[src/rtl/soundweb_pkg.sv]
// Shared constants, FSM state encoding and byte classification for the Soundweb London TX scheduler.
package soundweb_pkg;

    localparam logic [7:0] STX        = 8'h02;
    localparam logic [7:0] ETX        = 8'h03;
    localparam logic [7:0] ACK        = 8'h06;
    localparam logic [7:0] NAK        = 8'h15;
    localparam logic [7:0] ESC        = 8'h1B;
    localparam logic [7:0] ESC_OFFSET = 8'h80;
    localparam int         BODY_LEN   = 13;

    typedef enum logic [3:0] {
        S_IDLE, S_GRANT, S_STX, S_BODY, S_ESC2,
        S_CHK, S_CHK_ESC2, S_ETX, S_WAIT_ACK, S_DONE
    } state_e;

    function automatic logic is_reserved_byte(input logic [7:0] b);
        return (b == STX) || (b == ETX) || (b == ACK) || (b == NAK) || (b == ESC);
    endfunction

    // States in which a byte is being offered to the UART.
    function automatic logic is_byte_state(input state_e s);
        return (s == S_STX) || (s == S_BODY) || (s == S_ESC2) ||
               (s == S_CHK) || (s == S_CHK_ESC2) || (s == S_ETX);
    endfunction

endpackage

[src/rtl/soundweb_rr_arbiter.sv]
// Round-robin arbiter: first set request at or after ptr_i (wrapping), one-hot grant plus index.
module soundweb_rr_arbiter #(
    parameter int NUM_REQ = 2,
    parameter int IW      = 1
) (
    input  logic [NUM_REQ-1:0] req_i,
    input  logic [IW-1:0]      ptr_i,
    output logic [NUM_REQ-1:0] grant_o,
    output logic [IW-1:0]      idx_o,
    output logic               any_o
);

    always_comb begin
        grant_o = '0;
        idx_o   = '0;
        any_o   = 1'b0;
        for (int i = 0; i < NUM_REQ; i++) begin
            int j;
            j = int'(ptr_i) + i;
            if (j >= NUM_REQ) j = j - NUM_REQ;
            if (!any_o && req_i[j]) begin
                any_o      = 1'b1;
                grant_o[j] = 1'b1;
                idx_o      = IW'(j);
            end
        end
    end

endmodule

[src/rtl/soundweb_tx_scheduler.sv]
// Arbitrates Soundweb London requests and streams framed, escaped packets one byte at a time.
// Define SOUNDWEB_ACK_EN to build the ACK/NAK wait with timeout and retry.
module soundweb_tx_scheduler
    import soundweb_pkg::*;
#(
    parameter int NUM_REQ     = 2,
    parameter int ACK_TIMEOUT = 100000,
    parameter int MAX_RETRY   = 3
) (
    input  logic                   clk,
    input  logic                   reset_n,
    input  logic [NUM_REQ-1:0]     req_valid,
    output logic [NUM_REQ-1:0]     req_ready,
    input  logic [8*NUM_REQ-1:0]   req_command,
    input  logic [48*NUM_REQ-1:0]  req_address,
    input  logic [16*NUM_REQ-1:0]  req_sv,
    input  logic [32*NUM_REQ-1:0]  req_data,
    output logic [7:0]             tx_byte,
    output logic                   tx_valid,
    input  logic                   tx_ready,
    input  logic [7:0]             rx_byte,
    input  logic                   rx_valid,
    output logic                   busy,
    output logic                   done,
    output logic                   done_ok,
    output logic [((NUM_REQ > 1) ? $clog2(NUM_REQ) : 1)-1:0] done_id
);

    localparam int IW = (NUM_REQ > 1) ? $clog2(NUM_REQ) : 1;
    localparam logic [3:0] LAST_IDX = 4'(BODY_LEN - 1);

    state_e                     state_q, state_d;
    logic [3:0]                 idx_q, idx_d;
    logic [IW-1:0]              ptr_q, ptr_d, win_q, win_d;
    logic [NUM_REQ-1:0]         grant_q, grant_d;
    logic [BODY_LEN-1:0][7:0]   body_q, body_d;
    logic [7:0]                 tx_byte_q, tx_byte_d;
    logic                       tx_valid_q, tx_valid_d;
    logic                       ok_q, ok_d;
    logic [7:0]                 chk, cur_byte;
    logic [NUM_REQ-1:0]         arb_grant;
    logic [IW-1:0]              arb_idx;
    logic                       arb_any, accept;

`ifdef SOUNDWEB_ACK_EN
    localparam int TW = $clog2(ACK_TIMEOUT + 1);
    localparam int RW = (MAX_RETRY > 0) ? $clog2(MAX_RETRY + 1) : 1;
    logic [TW-1:0] timer_q, timer_d;
    logic [RW-1:0] retry_q, retry_d;
`else
    logic unused_rx;
    assign unused_rx = ^{rx_byte, rx_valid} ^ (ACK_TIMEOUT > 0) ^ (MAX_RETRY > 0);
`endif

    soundweb_rr_arbiter #(.NUM_REQ(NUM_REQ), .IW(IW)) u_arb (
        .req_i   (req_valid),
        .ptr_i   (ptr_q),
        .grant_o (arb_grant),
        .idx_o   (arb_idx),
        .any_o   (arb_any)
    );

    assign accept = tx_valid_q & tx_ready;

    always_comb begin
        chk = '0;
        for (int i = 0; i < BODY_LEN; i++) chk = chk ^ body_q[i];
    end

    // NOTE: every next-state signal takes its current value first, so no path through the case leaves one unassigned (no latches).
    always_comb begin
        state_d = state_q;
        idx_d   = idx_q;
        ptr_d   = ptr_q;
        win_d   = win_q;
        grant_d = grant_q;
        body_d  = body_q;
        ok_d    = ok_q;
`ifdef SOUNDWEB_ACK_EN
        timer_d = timer_q;
        retry_d = retry_q;
`endif
        case (state_q)
            S_IDLE: if (arb_any) begin
                win_d   = arb_idx;
                grant_d = arb_grant;
                state_d = S_GRANT;
            end
            S_GRANT: begin
                body_d[0] = req_command[int'(win_q)*8 +: 8];
                for (int k = 0; k < 6; k++) body_d[1+k] = req_address[int'(win_q)*48 + k*8 +: 8];
                for (int k = 0; k < 2; k++) body_d[7+k] = req_sv[int'(win_q)*16 + k*8 +: 8];
                for (int k = 0; k < 4; k++) body_d[9+k] = req_data[int'(win_q)*32 + k*8 +: 8];
                ptr_d   = (int'(win_q) == NUM_REQ - 1) ? '0 : win_q + 1'b1;
                state_d = S_STX;
            end
            S_STX: if (accept) begin
                idx_d   = '0;
                state_d = S_BODY;
            end
            S_BODY: if (accept) begin
                if (is_reserved_byte(body_q[idx_q])) state_d = S_ESC2;
                else if (idx_q == LAST_IDX)          state_d = S_CHK;
                else                                 idx_d   = idx_q + 4'd1;
            end
            S_ESC2: if (accept) begin
                if (idx_q == LAST_IDX) state_d = S_CHK;
                else begin
                    idx_d   = idx_q + 4'd1;
                    state_d = S_BODY;
                end
            end
            S_CHK:      if (accept) state_d = is_reserved_byte(chk) ? S_CHK_ESC2 : S_ETX;
            S_CHK_ESC2: if (accept) state_d = S_ETX;
            S_ETX: if (accept) begin
`ifdef SOUNDWEB_ACK_EN
                timer_d = '0;
                state_d = S_WAIT_ACK;
`else
                ok_d    = 1'b1;
                state_d = S_DONE;
`endif
            end
`ifdef SOUNDWEB_ACK_EN
            S_WAIT_ACK: begin
                if (rx_valid && rx_byte == ACK) begin
                    ok_d    = 1'b1;
                    state_d = S_DONE;
                end else if ((rx_valid && rx_byte == NAK) || timer_q == TW'(ACK_TIMEOUT - 1)) begin
                    if (retry_q < RW'(MAX_RETRY)) begin
                        retry_d = retry_q + 1'b1;
                        state_d = S_STX;
                    end else begin
                        ok_d    = 1'b0;
                        state_d = S_DONE;
                    end
                end else begin
                    timer_d = timer_q + 1'b1;
                end
            end
`endif
            S_DONE: begin
`ifdef SOUNDWEB_ACK_EN
                retry_d = '0;
`endif
                state_d = S_IDLE;
            end
            default: state_d = S_IDLE;
        endcase

        // Output bytes are registered: compute what the next state will offer.
        cur_byte   = body_q[idx_d];
        tx_valid_d = is_byte_state(state_d);
        case (state_d)
            S_STX:      tx_byte_d = STX;
            S_BODY:     tx_byte_d = is_reserved_byte(cur_byte) ? ESC : cur_byte;
            S_ESC2:     tx_byte_d = cur_byte + ESC_OFFSET;
            S_CHK:      tx_byte_d = is_reserved_byte(chk) ? ESC : chk;
            S_CHK_ESC2: tx_byte_d = chk + ESC_OFFSET;
            S_ETX:      tx_byte_d = ETX;
            default:    tx_byte_d = '0;
        endcase
    end

    // NOTE: sequential state uses non-blocking assignments only; the body buffer is reset too, so no X ever reaches tx_byte.
    always_ff @(posedge clk or negedge reset_n) begin
        if (!reset_n) begin
            state_q    <= S_IDLE;
            idx_q      <= '0;
            ptr_q      <= '0;
            win_q      <= '0;
            grant_q    <= '0;
            body_q     <= '0;
            tx_byte_q  <= '0;
            tx_valid_q <= 1'b0;
            ok_q       <= 1'b0;
`ifdef SOUNDWEB_ACK_EN
            timer_q    <= '0;
            retry_q    <= '0;
`endif
        end else begin
            state_q    <= state_d;
            idx_q      <= idx_d;
            ptr_q      <= ptr_d;
            win_q      <= win_d;
            grant_q    <= grant_d;
            body_q     <= body_d;
            tx_byte_q  <= tx_byte_d;
            tx_valid_q <= tx_valid_d;
            ok_q       <= ok_d;
`ifdef SOUNDWEB_ACK_EN
            timer_q    <= timer_d;
            retry_q    <= retry_d;
`endif
        end
    end

    assign tx_byte   = tx_byte_q;
    assign tx_valid  = tx_valid_q;
    assign req_ready = (state_q == S_GRANT) ? grant_q : '0;
    assign busy      = (state_q != S_IDLE);
    assign done      = (state_q == S_DONE);
    assign done_ok   = done & ok_q;
    assign done_id   = win_q;

endmodule

[config.mk]
export PLATFORM = sky130hd
export DESIGN_NAME = soundweb_tx_scheduler
export DESIGN_NICKNAME = d
export VERILOG_FILES = /design/src/rtl/soundweb_pkg.sv /design/src/rtl/soundweb_rr_arbiter.sv /design/src/rtl/soundweb_tx_scheduler.sv
export SDC_FILE = /design/constraint.sdc
export NUM_CORES = 1
export LEC_CHECK = 0
export ABC_CLOCK_PERIOD_IN_PS = 13970
export CAP_MARGIN = 40
export CELL_PAD_IN_SITES_DETAIL_PLACEMENT = 0
export CELL_PAD_IN_SITES_GLOBAL_PLACEMENT = 1
export CORE_MARGIN = 1.5
export CORE_UTILIZATION = 40
export DETAILED_ROUTE_END_ITERATION = 10
export PLACE_DENSITY = 0.89
export SYNTH_ARGS = -nofsm -noshare
export SYNTH_HDL_FRONTEND = slang
export SYNTH_SLANG_ARGS = --single-unit
[constraint.sdc]
create_clock -name clk -period 13.97 [get_ports clk]
set_clock_uncertainty 0.05 [all_clocks]
set_input_delay 1.397 -clock clk [delete_from_list [all_inputs] [get_ports clk]]
set_output_delay 1.397 -clock clk [all_outputs]
set_load 0.05 [all_outputs]
* After elaboration in Yosys (flattened, before gate mapping)
Cells that the tools add are included.
** Word-level totals
- Bits in registers :: 126
- Bits of input ports :: 222
- Word-level logic and storage cells :: 174
** Operators by class
- Add/subtract/negate cells :: 16
- Multipliers :: 1
- $lt $le $gt $ge :: 8
- Equality and inequality tests :: 30
- Shift-type cells :: 13
- Mux-type cells :: 45
- Bitwise operators :: 15
- Reductions and logical operators :: 25
** Operators with widths (count)
- 96-bit by 32-bit variable part select with 8-bit output :: 5
- 64-bit by 8-bit variable part select with 8-bit output :: 3
- 96-bit by 9-bit variable part select with 8-bit output :: 1
- 8-bit bitwise XOR :: 12
- 32-bit by 6-bit adder with 32-bit output, second input constant :: 2
- 8-bit binary-select mux with 4-bit select :: 2
- 32-bit by 1-bit greater-or-equal comparator with 1-bit output, second input constant :: 2
- 32-bit by 3-bit less-than comparator with 1-bit output, second input constant :: 2
- 32-bit 2-to-1 mux :: 2
- 64-bit by 7-bit variable part select with 8-bit output :: 1
- 4-bit 2-to-1 mux :: 14
- 8-bit by 2-bit equality test with 1-bit output, second input constant :: 6
- 8-bit by 5-bit equality test with 1-bit output, second input constant :: 6
- 8-bit one-hot mux with 6 select lines :: 1
- 32-bit by 5-bit adder with 32-bit output, second input constant :: 1
- 32-bit by 7-bit adder with 32-bit output, second input constant :: 1
- 4-bit by 3-bit equality test with 1-bit output, second input constant :: 8
- 32-bit by 3-bit greater-or-equal comparator with 1-bit output, second input constant :: 1
- 8-bit 2-to-1 mux :: 4
- 4-bit one-hot mux with 8 select lines :: 1
- 32-bit by 6-bit variable part select with 8-bit output :: 1
- 32-bit by 7-bit variable part select with 8-bit output :: 1
- 32-bit by 3-bit subtractor with 32-bit output, second input constant :: 1
- 8-bit by 3-bit equality test with 1-bit output, second input constant :: 3
- 29 further kinds :: 72

* Depth between registers and ports, before layout
Gate-level depths: netlist (run 1).
- Depth in word-level cells :: 26
- Depth in mapped cells :: 23

* Hierarchy
From an unflattened synthesis (run 1), not the netlist that was laid out.
** Unflattened totals
- Cell total of the unflattened synthesis :: 1007
- Area, all modules :: 9127.5 µm²
** Modules (own cells, without submodules)
- soundweb_tx_scheduler :: instances 1, cells an instance 1002, area an instance 9095.0 µm², seq. area each 3153.0 µm²
- soundweb_rr_arbiter :: instances 1, cells an instance 5, area an instance 32.5 µm², seq. area each 0.0 µm²

* Worst setup path after synthesis (run 1)
No wires, ideal clock.
- Path type :: reg-to-reg
- Start point :: reg idx_q[1]
- End point :: reg tx_byte_q[3], in the netlist tx_byte[3]
- Data arrival time :: 4.551 ns
- Required time :: 13.853 ns
- Path slack :: 9.302 ns
- Stages on the path, launching flop included :: 22
- Path buffers :: 6
- Clock period less this slack :: 4.668 ns
- Cell sequence :: dfrtp_1 > clkbuf_2 > buf_4 > buf_2 > buf_2 > mux2_2 > a22oi_1 > nand4_1 > o22a_1 > or3_1 > buf_2 > and4b_4 > nor3_4 > inv_4 > buf_8 > mux2i_1 > mux2_2 > o221ai_2 > nand2_1 > or4b_4 > a21oi_4 > a221o_1
** Between the ends
- Word-level cells in the longest chain between the ends :: 19
** RTL lines
- start, declared :: RTL line soundweb_tx_scheduler.sv:33 : logic [3:0] idx_q, idx_d;
- start signal, assigned :: RTL line soundweb_tx_scheduler.sv:183 : idx_q <= idx_d;
- 8-bit binary-select mux with 4-bit select :: RTL line soundweb_tx_scheduler.sv:102 : if (is_reserved_byte(body_q[idx_q])) state_d = S_ESC2;
- 8-bit 2-to-1 mux (not written as such) :: RTL line soundweb_tx_scheduler.sv:102
- 8-bit by 2-bit equality test with 1-bit output :: RTL line soundweb_pkg.sv:18 : return (b == STX) || (b == ETX) || (b == ACK) || (b == NAK) || (b == ESC);
- 1-bit logical OR (4 in a row) :: RTL line soundweb_pkg.sv:18
- 4-bit 2-to-1 mux :: RTL line soundweb_tx_scheduler.sv:102
- 4-bit 2-to-1 mux :: RTL line soundweb_tx_scheduler.sv:101 : S_BODY: if (accept) begin
- 4-bit one-hot mux with 3 select lines :: RTL line soundweb_tx_scheduler.sv:83 : case (state_q)
- 8-bit binary-select mux with 4-bit select :: RTL line soundweb_tx_scheduler.sv:152 : cur_byte = body_q[idx_d];
- 8-bit 2-to-1 mux (not written as such) :: RTL line soundweb_tx_scheduler.sv:152
- 8-bit by 2-bit equality test with 1-bit output :: RTL line soundweb_pkg.sv:18
- 1-bit logical OR (4 in a row) :: RTL line soundweb_pkg.sv:18
- 8-bit 2-to-1 mux :: RTL line soundweb_tx_scheduler.sv:156 : S_BODY: tx_byte_d = is_reserved_byte(cur_byte) ? ESC : cur_byte;
- 8-bit one-hot mux with 6 select lines * :: RTL line soundweb_tx_scheduler.sv:154 : case (state_d)
- via tx_byte_d[3] :: RTL line soundweb_tx_scheduler.sv:37 : logic [7:0] tx_byte_q, tx_byte_d;
- end signal, assigned :: RTL line soundweb_tx_scheduler.sv:188 : tx_byte_q <= tx_byte_d;
- end, declared :: RTL line soundweb_tx_scheduler.sv:37
The timed path passes the listed nets; every way through them passes the cells marked *. The select of a mux whose other input is x is not followed.
A chain may end at the register's enable or synchronous reset.

* Worst setup path in the final report (run 1)
- Start point :: reg idx_q[0]
- End point :: reg tx_byte_q[4], in the netlist tx_byte[4]
The elaborated chain is that of the path after synthesis.

==> results.md, run 1 <==
- Outcome: finished, final reports clean
- Filler instances: between 2000 and 2500
- Critical path fanouts, max: 39
- Fin crit share: 0.488
- Critical Setup Path Class: reg -> reg
- Most common flop cell mapped by yosys: dfrtp_1
- Final hold violation count: 0
- Syn Inst Count: a little under 1000
- First-iteration detailed-routing DRC count: around 640
- WL final: ~27000 um
- Clk buf depth: 2
- Setup crit start: idx_q[0]
- Max Transition Viols Final: 0
- Async set-reset flop share out of synthesis: 1.00
- Worst setup SP type: register
- Crit path DAT: 7.13 ns
- Slew HR: 0.380
- ANT nets after route: 0
- Post-synth cell types: 90
- Highest clock rate: ~150 MHz
- Residual DRC: 0
- Root buffer cell: clkbuf_16
- Port Buffers: around 230
- VDD IR-drop max: ~0.14 mV
- Antenna cell count: 0
- Largest net degree at the start of global routing: between 100 and 150
- Initial antenna violation count: 0
- Clock-pin slew on the worst setup and hold paths: roughly 0.06 ns
- Total core area: between 20000 and 25000 um^2
- YS warnings: 0
- Endpoints failing setup: 0
- P per Cell Area: between 300 and 400 nW/um^2
- Routed WL per cell: between 15 and 20 um
- Pre-CTS setup slack: 7.28 ns
- Max Cap Violations: 0
- Finished Cell Area: 12200 um^2
- Worst Slack Setup Final: 7.15 ns
- Multi-input gate area: about 5600 um^2
- Placed wire-length estimate: 20600 um
- Area growth from synthesis to layout: 33.4%
- TritonCTS Sinks: around 130
- R2R Path Start: idx_q[0]
- Mapped Nets: 1211
- Flop and latch count out of synthesis: around 130
- Worst Setup End Kind: register
- LEAKAGE: between 4 and 5 nW
- Die X: ~150 um
- DR vias: between 8000 and 9000
- Layout cells sized above 1: 0.0750
- CTS tree: done
- Crit path time final: between 6 and 7 ns
- Reg area: ~3200 um^2
- Share of the synthesized area in the top cell type: 0.344
- # rows: 55
- Post-Syn Area: 9160 um^2
- Die Height: approximately 150 um
- Number of synthesized flops with an enable pin: 0
- Most frequent cell after synthesis: mux2i_1
- Post-CTS resize count: 0
- Hold Crit Class: reg -> reg
- DRT Pass-1 Iters: 5
- Vias in the first global route: approximately 8000
- Postcts setup bufs: 0
- RSZ-0062 raised after global routing: false
- Total CTS buffers: 17
- Synth Area per Inst: a little over 9 um^2
- Worst Path Required: 14.28 ns
- Top-level port count: 237
- Clk_lat worst skew: 0.43 ns
- Final estimated routing congestion in global placement: 0.999
- Total gr overflow: 0
- Count of nets after finishing: between 1000 and 1500
- Synth top cells by count: mux2i_1, nor2_1, dfrtp_1
- Initial core utilization: 0.406
- Overall routing resource usage: 0.231
- Sequential fraction of the synthesis area: 0.344
- Vias/cell: between 5 and 6
- Area of the die: 23800 um^2
- Worst-Margin Slew: roughly 0.93 ns
- Area after DPL: approximately 12000 um^2
- R2R setup slack: between 7 and 8 ns
- Hold path start: grant_q[1]
- Cell taking the most area after synthesis: dfrtp_1
- Synth area leaders: dfrtp_1, mux2i_1, a21oi_1
- First-pass GRT wire length: around 43000 um
- Cts hold-fix bufs: 0
- Max H-tree Level: 4
- Setup tns final: 0 ns
routing by layer:
metal	track usage	vias up	routed length, um
met5	0	-	0
met4	0.0797	0	699
met3	0.0437	43	1940
met2	0.375	372	12700
met1	0.311	3951	12000
li1	-	3961	-
worst paths after layout:
| kind | cells past startpoint | end |
|---|---|---|
| setup reg to reg | 14 | tx_byte[4] |
| setup / recovery | 14 | tx_byte[4] |
| max in group asynchronous | 3 | body_q[59] |
| hold / removal | 2 | grant_q[1] |
| min in group asynchronous | 1 | body_q[71] |
| hold reg to reg | 2 | grant_q[1] |
placed cells by master, fill, tap and decap left out, types with 8 or more instances in the layout:
cell type,count
xor2_1,13
a21oi_1,124
xnor2_1,65
nand3_1,18
xnor3_1,9
o21ai_0,25
nand2_1,54
and3_1,8
nor2_1,132
dfrtp_1,125
clkdlybuf4s50_1,226
clkbuf_16,17
inv_1,11
nor3_1,9
a211oi_1,11
mux2_2,12
mux2i_1,149
through the flow:
step           total power, W   util  std cells  hold WS [ns]
6_report              0.00376  0.541       1472         0.416
5_1_grt               0.00400  0.541       1472         0.439
4_1_cts               0.00373  0.541       1471         0.419
3_5_place_dp          0.00325  0.514       1440         0.407
3_3_place_gp          0.00319  0.509       1436         0.400
2_1_floorplan         0.00262      -        987         0.380
worst max-delay path, stage by stage (launching register included):
cell and delay [ns]:
dfrtp_1 0.94, mux4_2 0.61, or2_0 0.28, a221o_1 0.33
or4_1 0.52, a2111o_1 0.61, and4b_4 0.30, nor3_4 0.71
inv_4 0.45, mux2i_1 0.21, mux2_2 0.32, o211ai_1 0.49
or4b_4 0.55, a21oi_4 0.19, a221o_1 0.17
registers in the layout, indices dropped and copies added, names as in the netlist:
| name | count |
|---|---|
| done_id | 1 |
| ptr_q | 1 |
| grant_q | 2 |
| idx_q | 4 |
| tx_byte | 8 |
| body_q | 104 |
| state_q | 4 |
| ok_q | 1 |
| tx_valid | 1 |
cells by family after synthesis:
| family | Yosys count | synth area share |
|---|---|---|
| AO/OA/AOI/OAI | 250 | 0.178 |
| flip-flops | 126 | 0.344 |
| XOR/XNOR | 87 | 0.0967 |
| AND/OR/NAND/NOR | 270 | 0.138 |
| adder cells (fa/ha/maj) | 2 | 0.00273 |
| multiplexers | 170 | 0.198 |
| buffers and inverters | 82 | 0.0426 |
cell type report:
class / count / area share
multi-input combinational: 779 / 0.460
sequential: 126 / 0.259
timing repair buffer: 236 / 0.198
clock buffer: 19 / 0.0363
tap: 285 / 0.0292
clock inverter: 12 / 0.0132
inverter: 15 / 0.00512
power by group:
group,internal (W),total (W),switching (W)
Sequential,0.000545,0.000859,0.000314
Combinational,0.00109,0.00245,0.00136
Clock,0.000285,0.000456,0.000171
(Power assumes the default switching activity.)
==> inputs of run 2 (changes only) <==
Settings changed: ABC_CLOCK_PERIOD_IN_PS 13970 to 5600, CORE_UTILIZATION 40 to 34, PLACE_DENSITY 0.89 to 0.81.
Clock period 13.97 ns to 5.6 ns, I/O delays scaled along.
==> results.md, run 2 (synthesis results as in run 1) <==
- Routed WL per cell: 18.5 um (was 18.6 um)
- First-pass GRT wire length: 44600 um (was 42900 um)
- R2R setup slack: 0.29 ns (was 7.15 ns)
- Port Buffers: 227 (unchanged)
- DRT Pass-1 Iters: 5 (unchanged)
- Crit-path leading delay family: simple AND/OR/NAND/NOR gates (unchanged)
- Setup crit start: idx_q[2] (was idx_q[0])
- Pre-CTS setup slack: 0.356 ns (was 7.28 ns)
- Largest net degree at the start of global routing: 113 (was 101)
- Worst Setup EP: tx_byte[3] (was tx_byte[4])
- Initial antenna violation count: 0 (unchanged)
- Final hold violation count: 0 (unchanged)
- Vias in the first global route: 7996 (was 7955)
- Root buffer cell: clkbuf_16 (unchanged)
- TritonCTS Sinks: 126 (unchanged)
- VDD IR-drop max: 0.445 mV (was 0.139 mV)
- Final estimated routing congestion in global placement: 0.928 (was 0.999)
- Max reg flops: 104 (unchanged)
- CP peak stage delay: 0.62 ns (was 0.94 ns)
- Worst setup SP type: register (unchanged)
- Outcome: finished, final reports clean (unchanged)
- Residual DRC: 0 (unchanged)
- Highest-count cells in the layout ignoring fill and taps: clkdlybuf4s50_1, mux2i_1, nor2_1, dfrtp_1, a21oi_1 (unchanged)
- Worst Path Required: 5.91 ns (was 14.28 ns)
- Worst Reg2Reg Path Length in Cells: 16 (was 14)
- Critical Setup Path Class: reg -> reg (unchanged)
- Vias/cell: 5.34 (was 5.66)
- Endpoints failing setup: 0 (unchanged)
- Initial core utilization: 0.348 (was 0.406)
- Crit path DAT: 5.62 ns (was 7.13 ns)
- Placed wire-length estimate: 22300 um (was 20600 um)
- Area growth from synthesis to layout: 36.5% (was 33.4%)
- Total gr overflow: 0 (unchanged)
- Postcts setup bufs: 0 (unchanged)
- Setup tns final: 0 ns (unchanged)
- R2R Path Start: idx_q[2] (was idx_q[0])
- Worst Setup End Kind: register (unchanged)
- P per Cell Area: 774 nW/um^2 (was 308 nW/um^2)
- Fin crit share: 0.949 (was 0.488)
- Die Height: 167 um (was 154 um)
- Total core area: 26300 um^2 (was 22600 um^2)
- CP most frequent cell: nand2_1 (was a221o_1)
- WP buf/inv: 2 (was 1)
- Top-level port count: 237 (unchanged)
- Worst-Margin Slew: 0.809 ns (was 0.926 ns)
- Overall routing resource usage: 0.206 (was 0.231)
- Antenna cell count: 0 (unchanged)
- Most flop-heavy register: body_q (unchanged)
- Max H-tree Level: 4 (unchanged)
- LEAKAGE: 5.02 nW (was 4.87 nW)
- Multi-input gate area: 5620 um^2 (unchanged)
- Layout cells sized above 1: 0.0993 (was 0.0750)
- Count of nets after finishing: 1429 (was 1399)
- DR vias: 8290 (was 8327)
- Crit path time final: 5.31 ns (was 6.82 ns)
- Worst Slack Setup Final: 0.286 ns (was 7.15 ns)
- Clk_lat worst skew: 0.43 ns (about the same)
- Max Transition Viols Final: 0 (unchanged)
- Clock-pin slew on the worst setup and hold paths: 0.06 ns (about the same)
- Die X: 167 um (was 154 um)
- Clk buf depth: 2 (unchanged)
- Critical path depth in cells: 16 (was 14)
- Cts hold-fix bufs: 0 (unchanged)
- Highest-delay cell along the critical path: a2111o_1 (was dfrtp_1)
- Hold Crit Class: in -> async (was reg -> reg)
- RSZ-0062 raised after global routing: false (unchanged)
- Most common cell after layout, fill and taps aside: clkdlybuf4s50_1 (unchanged)
- ANT nets after route: 0 (unchanged)
- Post-CTS resize count: 0 (unchanged)
- CTS tree: done (unchanged)
- Total CTS buffers: 17 (unchanged)
- Highest clock rate: 188 MHz (was 147 MHz)
- Reg-to-reg endpoint: tx_byte[3] (was tx_byte[4])
- Filler instances: 2559 (was 2076)
- CP cell instances: or3b_2 > o22ai_1 > a221oi_1 > or4_1 > a2111o_1 > and4b_4 > nor3_4 > inv_4 > buf_4 > nor4_4 > nand2_1 > o211ai_1 > nand2_1 > or4b_4 > a21oi_4 > a221o_1 (was mux4_2 > or2_0 > a221o_1 > or4_1 > a2111o_1 > and4b_4 > nor3_4 > inv_4 > mux2i_1 > mux2_2 > o211ai_1 > or4b_4 > a21oi_4 > a221o_1)
- Max Cap Violations: 0 (unchanged)
- First-iteration detailed-routing DRC count: 679 (was 639)
- Reg area: 3160 um^2 (unchanged)
- # rows: 59 (was 55)
- WL final: 28700 um (was 27300 um)
- Area of the die: 27900 um^2 (was 23800 um^2)
- Slew HR: 0.460 (was 0.380)
- Critical path fanouts, max: 14 (was 39)
[run 2: cell count changes in the layout (fill, tap and decap cells not counted), sizes merged]
| cell | change |
|---|---|
| bufinv | -1 |
| inv | +3 |
| buf | +31 |
| clkbuf | -2 |
[run 2: area by class of cell]
cell class                 instances  area share
clock inverter                    14      0.0125
sequential                       126       0.252
clock buffer                      18      0.0351
timing repair buffer             266       0.212
multi-input combinational        779       0.449
inverter                          15     0.00500
tap                              335      0.0335
[run 2: report_power, final]
| part | internal, W | switching (W) | leakage, nW |
|---|---|---|---|
| Combinational | 0.00295 | 0.00351 | 3.33 |
| Sequential | 0.00136 | 0.000745 | 1.40 |
| Clock | 0.000674 | 0.000446 | 0.286 |
| Total | 0.00498 | 0.00470 | 5.02 |
[run 2: worst min-delay path by stage]
stage	from	end	slack, ns	depth (start not counted)
3_5_place_dp	ok_q	ok_q	0.41	1
2_1_floorplan	reset_n	body_q[0]	0.21	0
6_report	reset_n	done_id	0.05	1
3_3_place_gp	ok_q	ok_q	0.40	1
4_1_cts	reset_n	body_q[101]	0.07	1
5_1_grt	reset_n	done_id	0.1	1
[run 2: stage by stage]
stage	utilization	hold WS, ns	cells	total power [W]	area, um^2
after floorplan	-	0.214	987	0.00654	9160
after global placement	0.451	0.399	1519	0.00838	11900
after detailed placement	0.453	0.412	1521	0.00849	11900
after CTS	0.476	0.0709	1553	0.00966	12500
after global routing	0.476	0.0990	1553	0.0103	12500
final	0.476	0.0507	1553	0.00968	12500
[run 2: layer usage]
layer | global-route usage | vias to the layer above | part of all wire
met5 | 0 | - | 0
met4 | 0.0668 | 0 | 0.022
met3 | 0.0395 | 26 | 0.070
met2 | 0.328 | 330 | 0.46
met1 | 0.282 | 3914 | 0.45
li1 | - | 4020 | -
==> inputs of run 3 (changes only) <==
Settings changed: SLEW_MARGIN set to 20.
==> results.md, run 3 (synthesis results as in run 1) <==
- Vias/cell: 5.32 (was 5.34)
- Multi-input gate area: 5620 um^2 (unchanged)
- Critical Setup Path Class: reg -> reg (unchanged)
- Die Height: 167 um (unchanged)
- Area after DPL: 11900 um^2 (unchanged)
- Clk_lat worst skew: 0.42 ns (was 0.43 ns)
- Overall routing resource usage: 0.207 (was 0.206)
- # rows: 59 (unchanged)
- Crit path time final: 5.35 ns (was 5.31 ns)
- P per Cell Area: 774 nW/um^2 (about the same)
- Worst-Margin Slew: 0.801 ns (was 0.809 ns)
- Final cell count without fillers: 1553 (unchanged)
- TritonCTS Sinks: 126 (unchanged)
- CP peak stage delay: 0.58 ns (was 0.62 ns)
- Routed WL per cell: 18.5 um (about the same)
- RSZ-0062 raised after global routing: false (unchanged)
- Placed wire-length estimate: 22300 um (about the same)
- Filler instances: 2528 (was 2559)
- Highest clock rate: 187 MHz (was 188 MHz)
- Most common cell after layout, fill and taps aside: clkdlybuf4s50_1 (unchanged)
- Layer with the highest usage: met2 (unchanged)
- Placed cells: 1521 (unchanged)
- Global Route met1 Usage: 0.283 (was 0.282)
- Max Cap Violations: 0 (unchanged)
- Endpoints failing setup: 0 (unchanged)
- VDD IR-drop max: 0.427 mV (was 0.445 mV)
- Max H-tree Level: 4 (unchanged)
- Hold Crit Class: in -> async (unchanged)
- Critical path fanouts, max: 20 (was 14)
- Max Transition Viols Final: 0 (unchanged)
- First-iteration detailed-routing DRC count: 611 (was 679)
- ANT nets after route: 0 (unchanged)
- Highest-count cells in the layout ignoring fill and taps: clkdlybuf4s50_1, mux2i_1, nor2_1, dfrtp_1, a21oi_1 (unchanged)
- WL final: 28700 um (about the same)
- Total core area: 26300 um^2 (unchanged)
- Most flop-heavy register: body_q (unchanged)
- Antenna cell count: 0 (unchanged)
- Fin crit share: 0.955 (was 0.949)
- Area growth from synthesis to layout: 36.7% (was 36.5%)
- Clk buf depth: 2 (unchanged)
- Global Route met3 Usage: 0.0418 (was 0.0395)
- R2R setup slack: 0.25 ns (was 0.29 ns)
- Top-level port count: 237 (unchanged)
- Area of the die: 27900 um^2 (unchanged)
- Final Total Pwr: 0.00969 W (was 0.00968 W)
- Final hold violation count: 0 (unchanged)
- Slew HR: 0.466 (was 0.460)
- Clock-pin slew on the worst setup and hold paths: 0.06 ns (about the same)
- CP cell instances: buf_4 > mux4_2 > a2bb2oi_1 > a221oi_1 > o211ai_1 > a2111o_1 > and4b_4 > nor3_4 > inv_4 > buf_4 > nor4_4 > nand2_1 > o211ai_1 > nand2_1 > or4b_4 > a21oi_4 > a221o_1 (was or3b_2 > o22ai_1 > a221oi_1 > or4_1 > a2111o_1 > and4b_4 > nor3_4 > inv_4 > buf_4 > nor4_4 > nand2_1 > o211ai_1 > nand2_1 > or4b_4 > a21oi_4 > a221o_1)
- Initial antenna violation count: 0 (unchanged)
- Vias in the first global route: 8101 (was 7996)
- DR vias: 8269 (was 8290)
- Total gr overflow: 0 (unchanged)
- Count of nets after finishing: 1429 (unchanged)
- Crit path DAT: 5.65 ns (was 5.62 ns)
- Root buffer cell: clkbuf_16 (unchanged)
- Fin util: 0.476 (about the same)
- LEAKAGE: 5.03 nW (was 5.02 nW)
- Finished Cell Area: 12500 um^2 (about the same)
- Max reg flops: 104 (unchanged)
- Worst setup SP type: register (unchanged)
- Final estimated routing congestion in global placement: 0.928 (unchanged)
- Cts hold-fix bufs: 0 (unchanged)
- Largest net degree at the start of global routing: 113 (unchanged)
- Die X: 167 um (unchanged)
- CTS tree: done (unchanged)
- Reg area: 3160 um^2 (unchanged)
- Total CTS buffers: 17 (unchanged)
- Layout cells sized above 1: 0.0993 (unchanged)
- Port Buffers: 227 (unchanged)
- Post-CTS resize count: 0 (unchanged)
- Residual DRC: 0 (unchanged)
- Met2 Track Usage GR: 0.330 (was 0.328)
- Setup tns final: 0 ns (unchanged)
- Postcts setup bufs: 0 (unchanged)
- Initial core utilization: 0.348 (unchanged)
- Worst Path Required: 5.90 ns (was 5.91 ns)
- First-pass GRT wire length: 44800 um (was 44600 um)
- Outcome: finished, final reports clean (unchanged)
- Highest-delay cell along the critical path: a2111o_1 (unchanged)
- DRT Pass-1 Iters: 5 (unchanged)
- Worst Setup End Kind: register (unchanged)
## run 3: cell types whose count changed in the layout (fill, tap and decap cells not counted)
cell,before,now
clkbuf_8,1,0
clkinvlp_4,3,2
bufinv_16,2,3
clkinv_4,2,4
inv_6,4,3
## run 3: final timing paths
kind                              end  depth (start not counted)     start
max reg2reg                tx_byte[3]                         17  idx_q[0]
min                           done_id                          1   reset_n
min in group clk                 ok_q                          1      ok_q
min reg2reg                      ok_q                          1      ok_q
max                        tx_byte[3]                         17  idx_q[0]
max in group asynchronous  body_q[78]                          2   reset_n
## run 3: layout make-up
class,instances,share of cell area
clock inverters,15,0.0150
inverters,15,0.00500
clock buffers,17,0.0340
flip-flops and latches,126,0.252
multi-input cells,779,0.449
repair buffers,266,0.212
well taps,335,0.0335
## run 3: per-layer routing
layer	routed length (um)	vias to the layer above
met5	0	-
li1	-	4014
met4	641	0
met2	13300	313
met3	1830	31
met1	13000	3911
## run 3: power breakdown
group | internal [W] | total (W) | switching [W]
Combinational | 0.00295 | 0.00643 | 0.00348
Sequential | 0.00136 | 0.00210 | 0.000742
Clock | 0.000707 | 0.00116 | 0.000448
## run 3: worst max-delay path, delay by kind of cell (launching register included)
kind | cells | cell delay [ns]
buffers and inverters | 3 | 0.65
and+or+nand+nor | 6 | 1.65
muxes | 1 | 0.55
DFF | 1 | 0.38
AOI/OAI and AO/OA | 7 | 1.97
## run 3: metrics by stage
stage | hold WS, ns | setup WS, ns
after global routing | 0.102 | 0.00286
after global placement | 0.399 | 0.390
after floorplan | 0.214 | 0.932
after CTS | 0.0792 | 0.299
after detailed placement | 0.416 | 0.351
final | 0.0596 | 0.250
